File: src/rtl/digit_scan_pkg.sv
// digit_scan_pkg
// Shared types and helpers for the multiplexed-display scan controller.
//   state_t       : scan FSM states (BLANK is only reachable with DIGIT_SCAN_BLANK_EN)
//   MAX_DIGITS    : widest display the controller supports
//   didx_t        : digit index wide enough for MAX_DIGITS
//   next_t        : result of next_set_bit (index + wrap flag)
//   next_set_bit  : next participating digit above idx, wrapping to the lowest one
package digit_scan_pkg;

  typedef enum logic [1:0] {
    IDLE  = 2'd0,
    SHOW  = 2'd1,
    BLANK = 2'd2
  } state_t;

  localparam int MAX_DIGITS = 8;

  typedef logic [2:0] didx_t;

  typedef struct packed {
    didx_t idx;
    logic  wrap;
  } next_t;

  // Searches idx+1, idx+2, ... modulo MAX_DIGITS. Callers zero-extend the
  // mask, so the modulo-8 walk never lands on a non-existent digit. If no
  // other bit is set, the current index is returned and flagged as a wrap,
  // which makes a single-digit mask start a new frame every slot.
  function automatic next_t next_set_bit(input logic [MAX_DIGITS-1:0] mask,
                                         input didx_t idx);
    next_t r;
    didx_t j;
    logic  found;
    r.idx  = idx;
    r.wrap = 1'b1;
    found  = 1'b0;
    for (int i = 1; i < MAX_DIGITS; i++) begin
      j = idx + didx_t'(i);
      if (!found && mask[j]) begin
        found  = 1'b1;
        r.idx  = j;
        r.wrap = (j < idx);
      end
    end
    return r;
  endfunction

endpackage

File: src/rtl/digit_scan_ctrl_dwell.sv
// scan_dwell_cnt
// Dwell counter for one display slot: counts 0..DWELL-1 while run is high,
// restarting at 0 after the last cycle of the slot.
//   clkd     in   scan clock
//   rst      in   asynchronous active-high reset
//   clear    in   force the count back to 0 (takes priority over run)
//   run      in   advance the count this cycle
//   cnt      out  current position within the slot
//   slot_end out  high during the last cycle of a running slot
module scan_dwell_cnt #(
  parameter int DWELL = 1000,
  localparam int CNT_W = $clog2(DWELL)
) (
  input  logic             clkd,
  input  logic             rst,
  input  logic             clear,
  input  logic             run,
  output logic [CNT_W-1:0] cnt,
  output logic             slot_end
);

  assign slot_end = run && (cnt == CNT_W'(DWELL - 1));

  always_ff @(posedge clkd or posedge rst) begin
    if (rst) begin
      cnt <= '0;
    end else if (clear) begin
      cnt <= '0;
    end else if (run) begin
      cnt <= slot_end ? '0 : cnt + CNT_W'(1);
    end
  end

endmodule

File: src/rtl/digit_scan_ctrl.sv
// digit_scan_ctrl
// Multiplexed seven-segment scan controller. Walks an active-low one-hot
// anode select across the digits enabled in digit_mask, holding each for
// DWELL clkd cycles, and reports the current digit index plus a pulse at the
// start of every scan frame.
//   clkd        in   scan clock
//   rst         in   asynchronous active-high reset
//   en          in   scan enable
//   digit_mask  in   bit i set = digit i takes part in the scan
//   digit_sel   out  anode select, active-low, at most one bit low
//   digit_idx   out  index of the digit owning the current slot
//   frame_start out  one-cycle pulse on the first cycle of a frame
// Optional feature: define DIGIT_SCAN_BLANK_EN to blank all anodes for the
// first BLANK_CYCLES of every slot (anti-ghosting guard).
module digit_scan_ctrl
  import digit_scan_pkg::*;
#(
  parameter int NUM_DIGITS   = 4,
  parameter int DWELL        = 1000,
  parameter int BLANK_CYCLES = 16,
  localparam int IDX_W       = $clog2(NUM_DIGITS),
  localparam int CNT_W       = $clog2(DWELL)
) (
  input  logic                  clkd,
  input  logic                  rst,
  input  logic                  en,
  input  logic [NUM_DIGITS-1:0] digit_mask,
  output logic [NUM_DIGITS-1:0] digit_sel,
  output logic [IDX_W-1:0]      digit_idx,
  output logic                  frame_start
);

  localparam logic [NUM_DIGITS-1:0] ONE = NUM_DIGITS'(1);

  state_t                  state_q, state_d;
  logic [NUM_DIGITS-1:0]   sel_d;
  logic [IDX_W-1:0]        idx_d;
  logic                    fs_d;
  logic                    mask_ok;
  logic [MAX_DIGITS-1:0]   mask_ext;
  didx_t                   search_from;
  next_t                   nxt;
  logic [CNT_W-1:0]        cnt;
  logic                    slot_end;
  logic                    cnt_clear;
  logic                    unused_bits;

  assign mask_ok   = en && (|digit_mask);
  assign cnt_clear = !mask_ok || (state_q == IDLE);

  // Searching upward from the top index lands on the lowest set bit, so one
  // search serves both the scan start from IDLE and the slot-end advance.
  always_comb begin
    mask_ext                 = '0;
    mask_ext[NUM_DIGITS-1:0] = digit_mask;
    search_from              = didx_t'(MAX_DIGITS - 1);
    if (state_q != IDLE) begin
      search_from            = '0;
      search_from[IDX_W-1:0] = digit_idx;
    end
  end

  assign nxt = next_set_bit(mask_ext, search_from);

  scan_dwell_cnt #(.DWELL(DWELL)) u_dwell (
    .clkd     (clkd),
    .rst      (rst),
    .clear    (cnt_clear),
    .run      (!cnt_clear),
    .cnt      (cnt),
    .slot_end (slot_end)
  );

  always_comb begin
    state_d = state_q;
    sel_d   = digit_sel;
    idx_d   = digit_idx;
    fs_d    = 1'b0;
    if (!mask_ok) begin
      state_d = IDLE;
      sel_d   = '1;
    end else begin
      case (state_q)
        IDLE: begin
          idx_d = nxt.idx[IDX_W-1:0];
          fs_d  = 1'b1;
`ifdef DIGIT_SCAN_BLANK_EN
          state_d = BLANK;
          sel_d   = '1;
`else
          state_d = SHOW;
          sel_d   = ~(ONE << nxt.idx);
`endif
        end
        SHOW: begin
          if (slot_end) begin
            idx_d = nxt.idx[IDX_W-1:0];
            fs_d  = nxt.wrap;
`ifdef DIGIT_SCAN_BLANK_EN
            state_d = BLANK;
            sel_d   = '1;
`else
            sel_d   = ~(ONE << nxt.idx);
`endif
          end else if (!digit_mask[digit_idx]) begin
            // A digit dropped from the mask goes dark at once; since the
            // select is held otherwise, it stays dark until the slot ends.
            sel_d = '1;
          end
        end
`ifdef DIGIT_SCAN_BLANK_EN
        BLANK: begin
          if (cnt == CNT_W'(BLANK_CYCLES - 1)) begin
            state_d = SHOW;
            sel_d   = digit_mask[digit_idx] ? ~(ONE << digit_idx) : '1;
          end
        end
`endif
        default: begin
          state_d = IDLE;
          sel_d   = '1;
        end
      endcase
    end
  end

  always_ff @(posedge clkd or posedge rst) begin
    if (rst) begin
      state_q     <= IDLE;
      digit_sel   <= '1;
      digit_idx   <= '0;
      frame_start <= 1'b0;
    end else begin
      state_q     <= state_d;
      digit_sel   <= sel_d;
      digit_idx   <= idx_d;
      frame_start <= fs_d;
    end
  end

`ifdef DIGIT_SCAN_BLANK_EN
  assign unused_bits = ^nxt.idx;
`else
  // Without blanking the slot position is only needed for slot_end.
  localparam int unused_blank_cycles = BLANK_CYCLES;
  assign unused_bits = ^{nxt.idx, cnt};
`endif

endmodule

File: config.mk
export PLATFORM = sky130hd
export DESIGN_NAME = digit_scan_ctrl
export DESIGN_NICKNAME = d
export VERILOG_FILES = /design/src/rtl/digit_scan_pkg.sv /design/src/rtl/digit_scan_ctrl_dwell.sv /design/src/rtl/digit_scan_ctrl.sv
export SDC_FILE = /design/constraint.sdc
export NUM_CORES = 1
export LEC_CHECK = 0
export ABC_AREA = 1
export BUFFER_PORTS_ARGS = -buffer_cell sky130_fd_sc_hd__buf_2
export CAP_MARGIN = 20
export CELL_PAD_IN_SITES_DETAIL_PLACEMENT = 0
export CELL_PAD_IN_SITES_GLOBAL_PLACEMENT = 1
export CORE_MARGIN = 2
export CORE_UTILIZATION = 35
export CTS_BUF_LIST = sky130_fd_sc_hd__clkbuf_2 sky130_fd_sc_hd__clkbuf_4 sky130_fd_sc_hd__clkbuf_8
export DETAILED_ROUTE_END_ITERATION = 16
export PLACE_DENSITY_LB_ADDON = 0.2
export SKIP_CTS_REPAIR_TIMING = 1
export SLEW_MARGIN = 10
export SYNTH_ARGS = -nofsm -noshare
export SYNTH_HDL_FRONTEND = slang
export SYNTH_HIERARCHICAL = 1
export SYNTH_SLANG_ARGS = --single-unit
export TNS_END_PERCENT = 30
File: constraint.sdc
create_clock -name clkd -period 2.9 [get_ports clkd]
set_input_delay 0.145 -clock clkd [delete_from_list [all_inputs] [get_ports clkd]]
set_output_delay 0.145 -clock clkd [all_outputs]
set_load 0.05 [all_outputs]
Word-level counts from Yosys, hierarchy flattened
Index checks and enable logic that the tools add are counted.

Input bits: 7. Logic and storage cells: 100. Register bits: 19. Output and inout bits: 7.

$add $sub $neg: 8. Order comparisons: 15. Bitwise gates (word level): 1. Eq/ne operators: 5. Shift-type cells: 1. Reductions and logical operators: 22. Multiplexer cells: 43.

Operators by type and width (count): 4-bit 2-to-1 mux (10); 3-bit by 4-bit < comparator with 1-bit output (second input constant) (7); 1-bit binary-select mux with 3-bit select (7); 3-bit < comparator (7); 10-bit 2-to-1 mux (2); 1-bit 2-to-1 mux (16); 3-bit adder (second input constant) (4); 10-bit by 1-bit adder with 10-bit output (second input constant) (1); 10-bit equality test (second input constant) (1); 1-bit logical AND (8); 1-bit logical NOT (8); 2-bit one-hot mux with 2 select lines (2); 4-bit one-hot mux with 2 select lines (1); 3-bit by 2-bit adder with 3-bit output (second input constant) (2); 2-bit 2-to-1 mux (2); 4-bit by 3-bit != test with 1-bit output (second input constant) (1); 4-bit inverter (1); 2-bit nonzero test (2); 4-bit OR reduction (1); 1-bit by 3-bit left shift with 4-bit output (first input constant) (1); 3-bit by 1-bit adder with 3-bit output (second input constant) (1); 2-bit by 3-bit < comparator with 1-bit output (second input constant) (1); 3-bit 2-to-1 mux (1); 3-bit AND reduction (1); 7 further kinds (7).

Longest topological paths before layout
Gate-level depths: netlist of run 1.

Word-level depth: 29. Mapped depth: 19. Depth with buffers taken out: 18.

By module
The synthesis of run 1 kept the hierarchy.

By module, submodules not included: digit_scan_ctrl (area each 1004.7 um^2, sequential area each 205.2 um^2, cells each 154, times used 1); scan_dwell_cnt (area each 661.9 um^2, sequential area each 250.2 um^2, cells each 84, times used 1).

Least setup slack after synthesis of run 1
Ideal clock, no wire load.

Kind: flip-flop to flip-flop. Start point: reg digit_idx[1]. End point: reg digit_sel[2]. Stages on the path, launching flop included: 18. Arrival time: 2.498 ns. Period minus slack after synthesis: 2.571 ns. Path buffers: 1. Data required time: 2.828 ns. Slack: 0.329 ns. Setup time: 0.072 ns. Cells stage by stage: dfrtp_1 nor2_1 inv_1 ha_1 or2_4 nand2_2 nand3_2 buf_6 nand2_1 nor2_2 nand3_2 clkinv_1 nand2_1 nand3_2 nand2_2 nand3_1 nand2_1 inv_1.

Cells in the longest elaborated chain, start to end: 28. Elaborated cells on any way between the ends: 55. Those cells by class: add/sub (7); eq/ne (1); shift (1); mux (33); bitwise (1); reduce/logical (12).

RTL lines: start, declared (RTL line digit_scan_ctrl.sv:29) `output logic [IDX_W-1:0] digit_idx,`; start signal, assigned (RTL line digit_scan_ctrl.sv:136) `digit_idx <= idx_d;`; 3-bit 2-to-1 mux (RTL line digit_scan_ctrl.sv:57) `if (state_q != IDLE) begin`; 3-bit by 1-bit adder with 3-bit output (RTL line digit_scan_pkg.sv:38) `j = idx + didx_t'(i);`; 1-bit binary-select mux with 3-bit select (RTL line digit_scan_pkg.sv:39) `if (!found && mask[j]) begin`; 1-bit 2-to-1 mux (implied by the code) (RTL line digit_scan_pkg.sv:39); 1-bit 2-to-1 mux (RTL line digit_scan_pkg.sv:39); 1-bit logical NOT (RTL line digit_scan_pkg.sv:39); 1-bit logical AND (RTL line digit_scan_pkg.sv:39); 1-bit 2-to-1 mux (RTL line digit_scan_pkg.sv:39); (+12 left out); 1-bit logical NOT (RTL line digit_scan_pkg.sv:39); 1-bit logical AND (RTL line digit_scan_pkg.sv:39); 4-bit 2-to-1 mux (RTL line digit_scan_pkg.sv:39); 1-bit by 3-bit left shift with 4-bit output (RTL line digit_scan_ctrl.sv:92, digit_scan_ctrl.sv:103); 4-bit inverter (RTL line digit_scan_ctrl.sv:92, digit_scan_ctrl.sv:103); 4-bit 2-to-1 mux (RTL line digit_scan_ctrl.sv:96) `if (slot_end) begin`; 4-bit one-hot mux with 2 select lines (RTL line digit_scan_ctrl.sv:83) `case (state_q)`; 4-bit 2-to-1 mux (RTL line digit_scan_ctrl.sv:79) `if (!mask_ok) begin`; end signal, assigned (RTL line digit_scan_ctrl.sv:135) `digit_sel <= sel_d;`; end, declared (RTL line digit_scan_ctrl.sv:28) `output logic [NUM_DIGITS-1:0] digit_sel,`.

Several ways; a longest one is shown, not always the timed one. The select of a mux whose other input is x is not followed. A chain may end at the register's enable or synchronous reset.

Worst setup path in the final report of run 1
Start point: reg digit_idx[0]. End point: reg digit_sel[2].

The elaborated chain is that of the path after synthesis.

==> impl_metrics.csv, run 1 <==
group,metric,value,unit
clocking,clock_sinks,18,
timing,post-route-period-util,0.869,
floorplanning,initial_core_util,0.358,
grt,grt_max_degree,15,
pwr,ir_drop,0.202,mV
clocking,clock_latency,0.25,ns
place,place.gp.congestion,0.789,
layout,final_nets,269,
place,dp_hpwl,3250,µm
yosys,yosys_warnings,6,
timing,skew,0.00781,ns
clocking,cts_buffers,3,
timing,max_slew_margin,0.713,
yosys,synth.area.top_cells,"dfrtp_1, nand2_1, nand3_1, nor2_1, dfstp_2",
timing,setup-violations-final,0,
drt,postRouteAntennaNets,0,
pwr,cellPowerDensity,683,nW/µm²
worst_setup_path,criticalPathCategory,"flip-flop to flip-flop",
job,cap_violations,0,
pwr,leakagePower,0.835,nW
drt,first_iter_violations,67,
floorplanning,fp-row-count,25,
drt,wl_per_cell,12.8,µm
pwr,power_frac_seq,0.250,
yosys,synth-seq-area-share,0.273,
floorplanning,die_area,5330,µm²
worst_setup_path,cp.arrival,2.72,ns
timing,slew_violations,0,
yosys,syn-num-nets,250,
worst_setup_path,critPathMaxFanout,14,
timing,rsz0062_at_grt,"no",
layout,finalInstanceArea,1860,µm²
timing,tns,0,ns
yosys,netlist_instances,238,
floorplanning,pin_count,14,
place,dp.cells,305,
layout,final_cells,310,
yosys,yosysTopAreaCell,"dfrtp_1",
worst_setup_path,cp.required,3.10,ns
grt,grt_use_total,0.164,
pwr,p_clk_frac,0.163,
clocking,cts_buffer_depth,2,
clocking,htreeDepth,1,
floorplanning,die_w,73.0,µm
drt,num_vias,1551,
layout,syn2layout_area_growth,11.4,%
layout,diodes,0,
run_status,outcome,"finished, final reports clean",
timing,clock.fmax,0.397,GHz
timing,final_hold_viol_count,0,
grt,gr-total-overflow,0,
pwr,p_comb_frac,0.588,
worst_setup_path,critPathCaptureType,"flip-flop",
layout,regArea,455,µm²
grt,grt_first_pass_wirelength,6870,µm
layout,multi_input_comb_area,1060,µm²
timing,tightest_slew,0.430,ns
yosys,synth_edf_count,0,
grt,grt_pass1_vias,1507,
worst_setup_path,worst_setup_path_start_kind,"flip-flop",
place,post_dp_cell_area,1790,µm²
yosys,synth_cell_types,36,
pwr,swShare,0.504,
worst_setup_path,regToRegSetupSlack,0.38,ns
drt,drcViolationCount,0,
layout,drive_gt1_frac,0.266,
pwr,intPower,0.629,mW
yosys,synth_top_area_frac,0.210,
drt,totalWireLength,3960,µm
drt,via_per_inst,5.00,
timing,min_period,2.52,ns
clocking,clkSlewWorstSetupHoldPaths,0.07,ns
yosys,avgSynthCellArea,7.00,µm²
layout,n_fill_cell,503,
yosys,postSynth.asyncResetShare,1.00,
place,io_buffer_count,13,
grt,antenna_found_initial,0,
yosys,syn_area,1670,µm²
drt,firstDrtPassIters,4,
hold_path,hold_path_class,"input port to flip-flop",
floorplanning,die_y,73.0,µm
floorplanning,core,4660,µm²
clocking,ctsRootBufferMaster,"clkbuf_8",
yosys,synth_seq_cells,18,
clocking,cts_tree,"built",
yosys,synth_top_flop_cell,"dfrtp_1",
pwr,p_sw,0.639,mW
-- state kept, by name, summed over array words and instances, names as in the netlist --
signal / count
frame_start: 1
digit_idx: 2
u_dwell/cnt: 10
state_q: 1
digit_sel: 4
-- synthesized netlist by cell type, drive strengths merged (2+ instances only) --
| master | instances |
|---|---|
| dfrtp | 14 |
| a21oi | 7 |
| nor3 | 4 |
| nor2 | 41 |
| nand2 | 57 |
| inv | 32 |
| dfstp | 4 |
| buf | 3 |
| nand4 | 12 |
| or2 | 3 |
| o21ai | 4 |
| o21bai | 2 |
| nand3 | 41 |
| ha | 5 |
-- critical path, stage by stage (launching register included) --
cell and delay (ns):
dfrtp_1 0.43, inv_2 0.14, nand2_4 0.13, ha_1 0.34, inv_1 0.12, nand3_2 0.14
nand3_2 0.20, nand3_2 0.17, nor2_4 0.16, nand3_2 0.10, nand3_1 0.10, nand2_1 0.09
nor2_2 0.14, nand3_1 0.09, nand2_1 0.07, inv_1 0.03
-- metal layers --
metal  global-route usage  share of wire  wire length [µm]
met5                    0              0                 0
met1                0.211           0.45              1760
met4               0.0597         0.0099                39
met2                0.277           0.52              2050
met3               0.0235          0.026               104
-- power groups by stage --
stage	clock network, mW	logic (mW)	registers (mW)
floorplan	0	0.501	0.427
global placement	0	0.762	0.319
detailed placement	0	0.748	0.321
CTS	0.215	0.750	0.316
global route	0.222	0.830	0.321
finish	0.206	0.745	0.317
-- cells by family (layout without fill, tap and decap cells) --
| group | Yosys count | in the layout | share of synthesized area |
|---|---|---|---|
| xor+xnor | 1 | 1 | 0.00526 |
| fa+ha+maj | 5 | 5 | 0.0375 |
| compound gates | 17 | 17 | 0.0721 |
| buf+inv | 36 | 54 | 0.0923 |
| flops | 18 | 18 | 0.273 |
| simple gates | 161 | 161 | 0.520 |
-- final cells by class --
class / instances / area share
clock buffers: 4 / 0.0296
flip-flops and latches: 18 / 0.245
well taps: 54 / 0.0364
repair buffers: 17 / 0.0526
multi-input cells: 184 / 0.569
inverters: 33 / 0.0667
-- worst paths after layout --
check | from | to | cells past startpoint
setup / recovery | digit_idx[0]$_DFFE_PP0P_ | digit_sel[2]$_DFFE_PP1P_ | 15
max in group asynchronous | rst | u_dwell/cnt[3]$_DFFE_PP0P_ | 3
min in group asynchronous | rst | frame_start$_DFF_PP0_ | 3
setup reg to reg | digit_idx[0]$_DFFE_PP0P_ | digit_sel[2]$_DFFE_PP1P_ | 15
hold reg to reg | digit_sel[0]$_DFFE_PP1P_ | digit_sel[0]$_DFFE_PP1P_ | 2
hold / removal | en | state_q[0]$_DFFE_PP0N_ | 2
-- cell usage in the layout (no fill, tap or decap) --
cell / count
a211oi_1: 1
a21oi_1: 6
a21oi_4: 1
and2_1: 1
buf_2: 13
buf_4: 3
clkbuf_8: 4
clkinv_1: 1
dfrtp_1: 14
dfstp_2: 4
dlygate4sd3_1: 1
ha_1: 5
inv_1: 26
inv_2: 6
nand2_1: 50
nand2_2: 5
nand2_4: 2
nand3_1: 32
nand3_2: 8
nand3_4: 1
nand3b_1: 1
nand4_1: 12
nor2_1: 29
nor2_2: 7
nor2_4: 5
nor3_1: 1
nor3_2: 3
nor3b_2: 1
o211ai_1: 1
o21a_1: 1
o21ai_1: 3
o21ai_2: 1
o21bai_1: 1
o21bai_2: 1
o32ai_1: 1
or2_2: 2
or2_4: 1
xor2_1: 1
-- per-stage QoR --
stage                     hold WS, ns  utilization  total power [mW]  setup WS, ns
after CTS                      -0.150        0.396              1.28         0.374
after floorplan               -0.0422            -             0.927         0.329
final                           0.188        0.398              1.27         0.379
after detailed placement        0.135        0.384              1.07         0.385
after global routing            0.219        0.398              1.37         0.145
after global placement          0.131        0.384              1.08         0.362
Power figures use the tool's default switching activity.
==> run 2: changes to the inputs <==
--- a/config.mk
+++ b/config.mk
@@ -10,6 +10,7 @@
 export CAP_MARGIN = 20
 export CELL_PAD_IN_SITES_DETAIL_PLACEMENT = 0
 export CELL_PAD_IN_SITES_GLOBAL_PLACEMENT = 1
+export CORE_ASPECT_RATIO = 1.1
 export CORE_MARGIN = 2
 export CORE_UTILIZATION = 35
 export CTS_BUF_LIST = sky130_fd_sc_hd__clkbuf_2 sky130_fd_sc_hd__clkbuf_4 sky130_fd_sc_hd__clkbuf_8
==> run 2 against run 1 <==
  * Routed wire length increased by 0.83%
  * Setup slack got worse by 0.015 ns
  * Non-clock buffer count increased by 1
  * Worst hold slack got worse by 0.032 ns
  * Global-route usage decreased by 0.77 points
  * Count of clock-buffer cells in the layout unchanged
  * Critical endpoint unchanged
  * Largest cell class unchanged
  * Highest routed layer unchanged
==> impl_metrics.csv, run 2 (synthesis results as in run 1) <==
group,metric,value,unit
timing,skew,0.00396,ns
grt,use_met1,0.182,
worst_setup_path,r2r_start,"digit_idx[0]$_DFFE_PP0P_",
worst_setup_path,critPathCaptureType,"flip-flop",
layout,drive_gt1_frac,0.268,
clocking,htreeDepth,1,
layout,syn2layout_area_growth,12.0,%
timing,final_hold_viol_count,0,
timing,max_slew_margin,0.711,
worst_setup_path,cp-startpoint,"digit_idx[0]$_DFFE_PP0P_",
layout,n_fill_cell,522,
layout,final_nets,270,
grt,grt_max_degree,15,
clocking,cts_tree,"built",
floorplanning,initial_core_util,0.361,
layout,regArea,455,µm²
timing,setup-violations-final,0,
drt,totalWireLength,3990,µm
timing,post-route-period-util,0.874,
clocking,cts_buffers,3,
grt,busiest_layer,"met2",
floorplanning,die_area,5330,µm²
timing,min_period,2.54,ns
worst_setup_path,criticalPathCategory,"flip-flop to flip-flop",
hold_path,hold_path_class,"input port to flip-flop",
layout,final_common_cell,"nand2_1",
pwr,fin_total_pwr,1.28,mW
grt,grt_util_met3,0.0159,
layout,multi_input_comb_area,1060,µm²
grt,antenna_found_initial,0,
layout,largest_reg_flops,10,
timing,slew_violations,0,
worst_setup_path,cp.required,3.10,ns
layout,layout_common_cells,"nand2_1, nand3_1, nor2_1, inv_1, dfrtp_1",
layout,regMostFlops,"u_dwell/cnt",
grt,grt_use_total,0.156,
job,cap_violations,0,
clocking,clock_sinks,18,
layout,diodes,0,
place,dp_hpwl,3290,µm
layout,final_cells,313,
place,place_ws,0.372,ns
clocking,cts_buffer_depth,2,
timing,setup_slack,0.364,ns
clocking,ctsRootBufferMaster,"clkbuf_8",
run_status,outcome,"finished, final reports clean",
timing,clock.fmax,0.394,GHz
floorplanning,die_w,69.8,µm
drt,firstDrtPassIters,4,
place,place.gp.congestion,0.788,
grt,grt_first_pass_wirelength,6780,µm
floorplanning,fp-row-count,26,
hold_path,hp-start,"en",
pwr,leakagePower,0.840,nW
timing,tns,0,ns
timing,hold_slack,0.157,ns
place,dp.cells,308,
worst_setup_path,worst_setup_path_start_kind,"flip-flop",
layout,finalInstanceArea,1870,µm²
grt,gr-total-overflow,0,
grt,grt_pass1_vias,1520,
pwr,cellPowerDensity,686,nW/µm²
drt,num_vias,1553,
floorplanning,pin_count,14,
clocking,clkSlewWorstSetupHoldPaths,0.07,ns
timing,rsz0062_at_grt,"no",
drt,wl_per_cell,12.7,µm
place,post_dp_cell_area,1800,µm²
grt,use_met2,0.286,
worst_setup_path,critPathMaxFanout,14,
drt,postRouteAntennaNets,0,
clocking,clock_latency,0.26,ns
timing,tightest_slew,0.433,ns
floorplanning,die_y,76.4,µm
layout,reg.largest.list,"u_dwell/cnt: 10 flops, digit_sel: 4 flops, digit_idx: 2 flops",
place,io_buffer_count,13,
floorplanning,core,4620,µm²
drt,first_iter_violations,56,
layout,final_util,0.404,
worst_setup_path,cp.arrival,2.74,ns
drt,drcViolationCount,0,
drt,via_per_inst,4.96,
pwr,ir_drop,0.274,mV
run 2: changes by cell type in the layout (fill, tap and decap cells not counted), sizes merged:
cell,change
buf,+1
run 2: worst max-delay path, cell delays in order (launching register included):
cell and delay (ns):
dfrtp_1 0.44, inv_2 0.14, nand2_4 0.12, ha_1 0.34, inv_1 0.12, nand3_2 0.14
nand3_2 0.20, nand3_2 0.17, nor2_4 0.16, nand3_2 0.11, nand3_1 0.10, nand2_1 0.09
nor2_2 0.14, nand3_1 0.09, nand2_1 0.06, inv_1 0.03
run 2: layout make-up:
class / instances / area share
clock buffers: 4 / 0.0295
well taps: 56 / 0.0375
inverters: 33 / 0.0664
flip-flops and latches: 18 / 0.244
repair buffers: 18 / 0.0563
multi-input cells: 184 / 0.566
run 2: power by group:
| group | total, mW | internal (mW) | switching [mW] |
|---|---|---|---|
| logic | 0.759 | 0.224 | 0.534 |
| clock network | 0.208 | 0.121 | 0.0870 |
| registers | 0.315 | 0.293 | 0.0222 |
run 2: path summary, 6_finish.rpt:
kind                                                    to  slack [ns]  depth (start not counted)
min in group asynchronous            frame_start$_DFF_PP0_        0.39                          3
worst max register to register    digit_sel[2]$_DFFE_PP1P_        0.36                         15
worst min-delay path                state_q[0]$_DFFE_PP0N_        0.16                          2
worst max-delay path              digit_sel[2]$_DFFE_PP1P_        0.36                         15
max in group asynchronous       u_dwell/cnt[2]$_DFFE_PP0P_        2.16                          3
worst min register to register    digit_sel[1]$_DFFE_PP1P_        0.50                          2
run 2: per-layer routing:
layer,share of wire,vias to the layer above
li1,-,826
met1,0.43,702
met2,0.53,16
met3,0.014,9
met4,0.026,0
met5,0,-
==> run 3: changes to the inputs <==
--- a/config.mk
+++ b/config.mk
@@ -11,7 +11,6 @@
 export CELL_PAD_IN_SITES_DETAIL_PLACEMENT = 0
 export CELL_PAD_IN_SITES_GLOBAL_PLACEMENT = 1
 export CORE_ASPECT_RATIO = 1.1
-export CORE_MARGIN = 2
 export CORE_UTILIZATION = 35
 export CTS_BUF_LIST = sky130_fd_sc_hd__clkbuf_2 sky130_fd_sc_hd__clkbuf_4 sky130_fd_sc_hd__clkbuf_8
 export DETAILED_ROUTE_END_ITERATION = 16
==> constraint.sdc (replaced) <==
create_clock -name clkd -period 3.3 [get_ports clkd]
set_input_delay 0.165 -clock clkd [delete_from_list [all_inputs] [get_ports clkd]]
set_output_delay 0.165 -clock clkd [all_outputs]
set_load 0.05 [all_outputs]
==> run 3 against run 2 <==
  * Sequential power shrank 8.9%
  * Critical path type unchanged
  * Die area is 5.4% lower
  * Count of clock-buffer cells in the layout is the same
  * Final cell count down 1.3%
  * Non-clock buffer count shrank 2
  * Critical endpoint is now digit_sel[1]$_DFFE_PP1P_
  * Core utilization grew 1.2 points
  * Routed wire length fell by 3.3%
  * Setup slack gained 0.15 ns
  * Worst hold slack gained 0.039 ns
  * Critical path depth down 1
  * Largest cell class unchanged
  * Fmax down 9.1%
  * Combinational power is 15% lower
==> impl_metrics.csv, run 3 (synthesis results as in run 1) <==
group,metric,value,unit
floorplanning,core,4440,µm²
floorplanning,pin_count,14,
timing,setup-violations-final,0,
clocking,cts_buffer_depth,2,
worst_setup_path,cpMaxStageDelayCell,"dfrtp_1",
layout,drive_gt1_frac,0.263,
drt,totalWireLength,3860,µm
timing,tns,0,ns
grt,grt_max_degree,15,
job,cap_violations,0,
floorplanning,initial_core_util,0.375,
clocking,clkSlewWorstSetupHoldPaths,0.07,ns
worst_setup_path,critPathCaptureType,"flip-flop",
worst_setup_path,cp-startpoint,"state_q[0]$_DFFE_PP0N_",
worst_setup_path,cp_top_family,"simple AND/OR/NAND/NOR gates",
timing,setup_slack,0.512,ns
timing,hold_slack,0.196,ns
clocking,cts_buffers,3,
timing,min_period,2.79,ns
pwr,ir_drop,0.258,mV
drt,via_per_inst,5.02,
clocking,ctsRootBufferMaster,"clkbuf_8",
layout,n_fill_cell,481,
drt,drcViolationCount,0,
grt,grt_use_total,0.174,
worst_setup_path,r2r_start,"state_q[0]$_DFFE_PP0N_",
floorplanning,die_y,74.4,µm
drt,postRouteAntennaNets,0,
clocking,htreeDepth,1,
timing,skew,0.00283,ns
pwr,fin_total_pwr,1.11,mW
grt,grt_pass1_vias,1495,
drt,firstDrtPassIters,4,
drt,num_vias,1550,
worst_setup_path,cp_slowest_stage_delay,0.63,ns
pwr,leakagePower,0.830,nW
place,io_buffer_count,13,
worst_setup_path,path_buf_inv,3,
timing,slew_violations,0,
layout,diodes,0,
clocking,clock_latency,0.25,ns
run_status,outcome,"finished, final reports clean",
timing,max_slew_margin,0.694,
pwr,cellPowerDensity,601,nW/µm²
place,place.gp.congestion,0.819,
drt,wl_per_cell,12.5,µm
floorplanning,die_area,5040,µm²
floorplanning,die_w,67.8,µm
grt,antenna_found_initial,0,
layout,final_nets,268,
hold_path,hp-start,"en",
hold_path,hold_path_class,"input port to flip-flop",
timing,clock.fmax,0.359,GHz
layout,reg.largest.list,"u_dwell/cnt: 10 flops, digit_sel: 4 flops, digit_idx: 2 flops",
worst_setup_path,criticalPathCategory,"flip-flop to flip-flop",
timing,post-route-period-util,0.845,
worst_setup_path,cp.arrival,2.97,ns
timing,rsz0062_at_grt,"no",
floorplanning,fp-row-count,25,
worst_setup_path,cp.required,3.49,ns
layout,final_common_cell,"nand2_1",
clocking,clock_sinks,18,
grt,grt_first_pass_wirelength,6650,µm
worst_setup_path,critPathMaxFanout,12,
layout,largest_reg_flops,10,
layout,syn2layout_area_growth,11.0,%
timing,final_hold_viol_count,0,
timing,tightest_slew,0.459,ns
clocking,cts_tree,"built",
place,dp_hpwl,3190,µm
place,place_ws,0.533,ns
worst_setup_path,cp_cell_sequence,"inv_2 > nor2_1 > inv_1 > ha_1 > inv_1 > nand3_2 > nand3_2 > nand3_2 > nor3_2 > nand3_1 > nand2_1 > nand3_1 > nor2_1 > nor2_1",
worst_setup_path,worst_setup_path_start_kind,"flip-flop",
layout,regMostFlops,"u_dwell/cnt",
layout,layout_common_cells,"nand2_1, nand3_1, nor2_1, inv_1, dfrtp_1",
grt,gr-total-overflow,0,
drt,first_iter_violations,82,
==> run 3: cell types whose count changed in the layout (fill, tap and decap cells not counted) <==
cell and delta:
buf_4 -2
==> run 3: area by class of cell <==
| type | count | area (µm²) | share of cell area |
|---|---|---|---|
| Sequential cell | 18 | 455 | 0.246 |
| Tap cell | 54 | 67.6 | 0.0365 |
| Inverter | 33 | 124 | 0.0670 |
| Timing Repair Buffer | 16 | 90.1 | 0.0487 |
| Clock buffer | 4 | 55.1 | 0.0298 |
| Multi-Input combinational cell | 184 | 1060 | 0.572 |
==> run 3: power breakdown <==
part	leakage, nW	switching [mW]	internal [mW]
combinational	0.572	0.454	0.189
sequential	0.229	0.0302	0.257
clock	0.0288	0.0754	0.106
==> run 3: worst reg2reg max path: stages (launching register included) <==
cell and delay [ns]:
dfrtp_1 0.63, inv_2 0.14, nor2_1 0.14, inv_1 0.11, ha_1 0.35, inv_1 0.12
nand3_2 0.14, nand3_2 0.20, nand3_2 0.17, nor3_2 0.24, nand3_1 0.10, nand2_1 0.13
nand3_1 0.08, nor2_1 0.12, nor2_1 0.05
==> run 3: final timing paths <==
path                                              end  slack [ns]  cells after the start
min in group asynchronous      state_q[0]$_DFFE_PP0N_        0.40                      3
max in group asynchronous  u_dwell/cnt[2]$_DFFE_PP0P_        2.57                      3
min reg2reg                  digit_sel[1]$_DFFE_PP1P_        0.51                      2
max                          digit_sel[1]$_DFFE_PP1P_        0.51                     14
max reg2reg                  digit_sel[1]$_DFFE_PP1P_        0.51                     14
min                            state_q[0]$_DFFE_PP0N_        0.20                      2
==> run 3: per-layer routing <==
metal  track usage  up-vias  part of all wire
li1              -      818                 -
met5             0        -                 0
met1         0.204      719              0.45
met4        0.0532        0             0.011
met3        0.0184        4             0.011
met2         0.328        9              0.53
==> run 3: per-stage QoR <==
step | instance area [µm²] | cells | util
finish | 1850 | 309 | 0.416
floorplan | 1670 | 238 | -
CTS | 1840 | 308 | 0.414
global route | 1850 | 309 | 0.416
global placement | 1780 | 304 | 0.402
detailed placement | 1780 | 304 | 0.402
